$ cat config.mk
export PLATFORM = sky130hd
export DESIGN_NAME = jtframe_fraccen_gen
export DESIGN_NICKNAME = d
export VERILOG_FILES = /design/src/rtl/jtframe_fraccen_gen.sv
export SDC_FILE = /design/constraint.sdc
export NUM_CORES = 1
export LEC_CHECK = 0
export CAP_MARGIN = 20
export CORE_MARGIN = 2
export CORE_UTILIZATION = 45
export DETAILED_ROUTE_END_ITERATION = 7
export HOLD_SLACK_MARGIN = 0.03
export PLACE_DENSITY = 0.69
export SETUP_SLACK_MARGIN = 0.2
export SYNTH_ARGS = -nofsm -noshare
export SYNTH_HDL_FRONTEND = slang
export SYNTH_SLANG_ARGS = --single-unit
$ cat constraint.sdc
create_clock -name clk -period 4.8 [get_ports clk]
set_clock_uncertainty 0.15 [all_clocks]
set_input_delay 1.44 -clock clk [delete_from_list [all_inputs] [get_ports clk]]
set_output_delay 1.44 -clock clk [all_outputs]
set_load 0.02 [all_outputs]
$ cat src/rtl/jtframe_fraccen_gen.sv
// Fractional clock-enable generator: cen[0] fires at n/m of the clock rate, with binary
// sub-divided enables (cen[k]) and half-phase enables (cenb). Optional window statistics on
// cen_cnt are enabled by defining JTFRAME_FRACCEN_STATS_EN.
module jtframe_fraccen_gen #(
  parameter int WC   = 10,
  parameter int W    = 3,
  parameter int CNTW = 8
) (
  input  logic          clk,
  input  logic          rst,
  input  logic          lock,
  input  logic [WC-1:0] n,
  input  logic [WC-1:0] m,
  output logic [W-1:0]  cen,
  output logic [W-2:0]  cenb,
  output logic [CNTW:0] cen_cnt
);

  logic          lock_m, lock_s;
  logic [WC:0]   acc, acc_nx;
  logic [WC+1:0] sum;
  logic [W-2:0]  cnt;
  logic          pulse;
  logic [W-1:0]  cen_nx;
  logic [W-2:0]  cenb_nx;
  logic [W-2:0]  mask;

  // acc stays below 2^WC (it is always < previous m or < n), so the WC+1 bit result never truncates.
  always_comb begin
    sum    = {1'b0, acc} + {2'b00, n};
    pulse  = 1'b0;
    acc_nx = acc;
    if (!lock_s) begin
      acc_nx = '0;
    end else if (n != '0 && m != '0) begin
      if (n >= m) begin
        pulse  = 1'b1;
        acc_nx = '0;
      end else if (sum >= {2'b00, m}) begin
        pulse  = 1'b1;
        acc_nx = (WC+1)'(sum - {2'b00, m});
      end else begin
        acc_nx = sum[WC:0];
      end
    end
  end

  always_comb begin
    cen_nx    = '0;
    cenb_nx   = '0;
    mask      = '0;
    cen_nx[0] = pulse;
    for (int k = 1; k < W; k++) begin
      mask        = (W-1)'((1 << k) - 1);
      cen_nx[k]   = pulse && ((cnt & mask) == '0);
      cenb_nx[k-1] = pulse && ((cnt & mask) == (W-1)'(1 << (k-1)));
    end
  end

  always_ff @(posedge clk or posedge rst) begin
    if (rst) begin
      lock_m <= 1'b0;
      lock_s <= 1'b0;
      acc    <= '0;
      cnt    <= '0;
      cen    <= '0;
      cenb   <= '0;
    end else begin
      lock_m <= lock;
      lock_s <= lock_m;
      acc    <= acc_nx;
      cnt    <= lock_s ? cnt + (W-1)'(pulse) : '0;
      cen    <= cen_nx;
      cenb   <= cenb_nx;
    end
  end

`ifdef JTFRAME_FRACCEN_STATS_EN
  localparam logic [CNTW:0] SAT = (CNTW+1)'(1) << CNTW;

  logic [CNTW-1:0] win;
  logic [CNTW:0]   pcnt, pcnt_inc;

  assign pcnt_inc = (cen[0] && pcnt != SAT) ? pcnt + 1'b1 : pcnt;

  // The wrap-cycle pulse is folded into the reported count; cen_cnt survives lock loss.
  always_ff @(posedge clk or posedge rst) begin
    if (rst) begin
      win     <= '0;
      pcnt    <= '0;
      cen_cnt <= '0;
    end else if (!lock_s) begin
      win  <= '0;
      pcnt <= '0;
    end else begin
      win <= win + 1'b1;
      if (win == '1) begin
        cen_cnt <= pcnt_inc;
        pcnt    <= '0;
      end else begin
        pcnt <= pcnt_inc;
      end
    end
  end
`else
  assign cen_cnt = '0;
`endif

endmodule

### After elaboration in Yosys (flattened, before gate mapping)

Index checks and enable logic that the tools add are counted.

| word-level totals | value |
|---|---|
| input port bits | 23 |
| output and inout port bits | 14 |
| flip-flop bits (word level) | 20 |

| cells by class | value |
|---|---|
| equal/unequal tests | 2 |
| reductions and logical operators | 9 |
| muxes and demuxes | 9 |
| magnitude comparators | 2 |
| $add $sub $neg | 3 |

Operator list:

| cell | count |
|---|---|
| $mux 11 | 4 |
| $reduce_bool 10->1 | 2 |
| $add 11x10->12 | 1 |
| $ge 12x10->1 | 1 |
| $sub 11x10->11 | 1 |
| $ge 10x10->1 | 1 |
| $logic_and 1x1->1 | 5 |
| $logic_not 2->1 | 2 |
| $mux 1 | 4 |
| $add 2x1->2 | 1 |
| $eq 2x2->1 const B | 1 |
| $mux 2 | 1 |
| $ne 2x1->1 const B | 1 |

### Longest topological paths before layout

| depth | value |
|---|---|
| depth in word-level cells | 8 |
| depth in mapped cells | 17 |
| mapped depth without buffers | 16 |

### Least setup slack after synthesis

Ideal clock, no wire load.

| timing path | value |
|---|---|
| kind | input-to-reg |
| from | input n[0] |
| to | register cnt[1] |
| path buffers | 1 |
| arrival time | 4.602 ns |
| path slack | -0.071 ns |
| library setup time | 0.119 ns |
| stages | 17 |
| data required time | 4.531 ns |
| cell sequence | ha_1 -> fa_1 -> a21o_1 -> a22oi_1 -> nor2b_1 -> xnor2_1 -> ha_1 -> a21o_1 -> a21o_1 -> a21oi_1 -> and3_1 -> o21a_1 -> buf_6 -> a21oi_1 -> ha_1 -> xor2_1 -> and2_1 |

| on the way | value |
|---|---|
| word-level cells in the longest chain between the ends | 8 |
| elaborated cells on any way between the ends | 11 |

RTL lines:

| element | RTL line | RTL |
|---|---|---|
| start: declaration | 12 | `input logic [WC-1:0] n,` |
| $add 11x10->12 | 30 | `sum = {1'b0, acc} + {2'b00, n};` |
| $ge 12x10->1 | 39 | `end else if (sum >= {2'b00, m}) begin` |
| $mux 1 | 39 |  |
| $mux 1 | 36 | `if (n >= m) begin` |
| $mux 1 (*) | 35 | `end else if (n != '0 && m != '0) begin` |
| $mux 1 (*) | 33 | `if (!lock_s) begin` |
| via cen_nx[0] | 24 | `logic [W-1:0] cen_nx;` |
| $add 2x1->2 (*) | 72 | `cnt <= lock_s ? cnt + (W-1)'(pulse) : '0;` |
| $mux 2 (*) | 72 |  |
| end signal: assignment | 72 |  |
| end: declaration | 22 | `logic [W-2:0] cnt;` |

Mark *: on every way through the listed nets, which the timed path passes. The rest lies on a longest branch.
A chain may end at the register's enable or synchronous reset.

### Worst setup path after layout

| timing path | value |
|---|---|
| from | input n[1] |
| to | register cnt[1] |

The elaborated chain is that of the path after synthesis.

==> flow_summary.ini <==
[timing]
fmax_mhz = 225
fin_crit_sh_pct = 92.5
timing.hold.ws_ns = 0.207
layout_setup_ws_ns = 0.360
period_minus_slack_ns = 4.44
finalHoldViolations = 0
tns_ns = 0
rsz0062_at_grt = no
max_slew_margin_pct = 42.0
tightest_slew_ns = 0.868
finalSetupViolCount = 0
drv_slew = 0

[placement]
place_congestion = 0.933
place_ws_ns = -0.278
io_buffers = 27
dp_hpwl_mm = 5.14

[setup_path]
worstSetupEndpointType = flip-flop
path_max_fanout = 3
cp-endpoint = cnt[1]
rr_startpoint = acc[0]
r2r-end = cnt[1]
cp.required_ns = 4.85
crit_type = in2reg
rrSetupSlack_ns = 1.23
ff2ff_path_depth = 17
cp-startpoint = n[1]
start_kind = input pin
arrival_ns = 4.49

[power]
ir_drop_uv = 298
fin_total_pwr_uw = 1840
p_leak_uw = 0.00158
power.density_nw_per_um2 = 553

[floorplan]
initial_core_util_pct = 47.0
core_area_um2 = 4750
io_pins = 37
die_w_um = 74.5
std_cell_rows = 25
dieHeight_um = 74.5
die-area_um2 = 5550

[yosys]
synth.cell_area_um2 = 2230
synth_area_per_cell_um2 = 8.94
synthCells = 250
synth_cell_type_count = 48
ys_ff_latch = 20
ys_seq_area_share_pct = 22.4
ys.flop_type = dfrtp_1
async_reset_ff_share_pct = 100
synth-edff-count = 0
synth-warning-count = 0

[global_route]
grt_pass1_wl_mm = 11.2
antenna_found_initial = 0
grt_max_degree = 21
track_usage_pct = 26.7
grt_overflow_total = 0
grt_pass1_vias = 2296

[drt]
drtIter0Drc = 158
post_drt_wl_per_cell_um = 17.8
drtPass1Iterations = 4
routed_wirelength_mm = 7.24
drc_errors = 0
dr_total_vias = 2344
routed_via_density = 5.76
ant_nets = 0

[layout]
regArea_um2 = 500
fillers = 368
drive_above_1_share_pct = 32.6
fin_nets = 398
syn_to_final_growth_pct = 48.6
num_antenna_cells = 0
multiInputGateArea_um2 = 1830

[run]
max-cap-violations = 0

[clock_network]
worstSkewPairLatency_ns = 0.26
cts_tree = done
root_buffer = clkbuf_8
clkSinkCount = 20
cts.htree.levels = 1
clkTransAtPathRegs_ns = 0.07
clock_path_buffers = 2
numCtsBuffers = 3

[status]
status = complete, no violations

[min_path]
hold_depth = 0
hold_path.class = reg2reg
-- worst min path at each step --
stage | end | from
after floorplan | lock_s | lock_m
after global placement | lock_s | lock_m
after detailed placement | lock_s | lock_m
after CTS | lock_s | lock_m
after global routing | lock_s | lock_m
final | lock_s | lock_m
-- synth_stat cells, drive strengths merged (2+ instances only) --
| cell | n | area share (%) |
|---|---|---|
| nand2b | 5 | 1.4 |
| nor4 | 6 | 1.7 |
| xnor2 | 8 | 3.1 |
| nor2 | 10 | 1.7 |
| clkbuf | 3 | 0.50 |
| o211a | 2 | 0.90 |
| o2111ai | 10 | 3.9 |
| nor2b | 4 | 1.1 |
| o311ai | 10 | 6.3 |
| inv | 19 | 3.2 |
| nand2 | 18 | 3.0 |
| fa | 2 | 1.8 |
| dfrtp | 20 | 22 |
| and3 | 4 | 1.1 |
| ha | 32 | 18 |
| nor3 | 3 | 0.67 |
| a21boi | 2 | 0.67 |
| xor2 | 7 | 2.7 |
| and4 | 2 | 0.78 |
| o21a | 2 | 0.67 |
| a21o | 11 | 3.7 |
| a21oi | 17 | 3.8 |
| buf | 12 | 4.0 |
| a211oi | 7 | 2.6 |
| o21ai | 6 | 1.5 |
| o31ai | 2 | 0.67 |
| nand3 | 6 | 1.3 |
| a22oi | 2 | 0.90 |
| nand4 | 4 | 1.1 |
| a31oi | 3 | 0.84 |
-- report_power, final --
part           leakage, uW  switching [uW]  internal, uW
Combinational      0.00128             712           696
Sequential        0.000263            41.7           215
Clock            0.0000357            60.6           111
-- through the flow --
step,cells,utilization [%],instance area (um2)
after floorplan,258,-,2310
after global placement,391,62.5,2970
after detailed placement,391,62.5,2970
after CTS,398,66.5,3160
after global routing,407,69.8,3320
final,407,69.8,3320
-- worst max-delay path: stages --
cell and delay, ns:
clkbuf_2 0.13, buf_6 0.15, fa_2 0.39, a21o_1 0.22, a22oi_2 0.23, a21oi_2 0.10
xor2_1 0.18, ha_1 0.36, nand4_1 0.16, nor3_2 0.17, nor2_1 0.05, and3_1 0.18
o21a_1 0.14, a21oi_4 0.18, ha_4 0.16, xor2_1 0.12, and2_1 0.12
-- registers in the layout, indices dropped and copies added, names as in the netlist --
register and cells:
acc 11, cen 3, cenb 2, cnt 2, lock_m 1, lock_s 1
-- what timing repair did --
| action | 4_1_cts | 5_1_grt |
|---|---|---|
| setup buffers | 3 | 9 |
| hold endpoints to repair | 0 | 0 |
| endpoints found under the setup margin | 15 | 17 |
| gates resized for setup | 16 | 27 |
| hold buffers | 0 | 0 |
| pin swaps | 9 | 18 |
-- cell type report --
| cell class | count | share of cell area [%] |
|---|---|---|
| Multi-Input combinational cell | 204 | 55.1 |
| Timing Repair Buffer | 93 | 23.0 |
| Sequential cell | 20 | 15.1 |
| Tap cell | 67 | 2.52 |
| Inverter | 19 | 2.15 |
| Clock buffer | 3 | 1.24 |
| Clock inverter | 1 | 0.904 |
-- cells by family (layout without fill, tap and decap cells) --
family                   count (synthesis)  count (layout)  synth area share (%)
adder cells (fa/ha/maj)                 34              34                  19.7
other                                    1               9                 0.168
flip-flops                              20              20                  22.4
buffers and inverters                   34             116                  7.67
XOR/XNOR                                15              15                  5.88
AO/OA/AOI/OAI                           80              80                  29.0
AND/OR/NAND/NOR                         66              66                  15.2
-- routing by layer --
layer | up-vias | global-route usage [%] | share of wire [%]
met4 | 0 | 9.52 | 2.4
met3 | 22 | 2.30 | 7.9
met1 | 1088 | 36.0 | 40
met5 | - | 0 | 0
met2 | 120 | 44.7 | 49
li1 | 1114 | - | -
-- placed cells by master (no fill, tap or decap), drive strengths merged, types with 5 or more instances in the layout --
master	n
buf	66
xnor2	8
nand3	6
ha	32
o2111ai	10
nor4	6
clkbuf	7
nor2	10
a211oi	7
inv	19
a21o	11
clkdlybuf4s50	19
nand2b	5
conb	9
xor2	7
o21ai	6
a21oi	17
o311ai	10
nand2	18
dfrtp	20
Note: power is estimated with default switching activity, not from simulation.
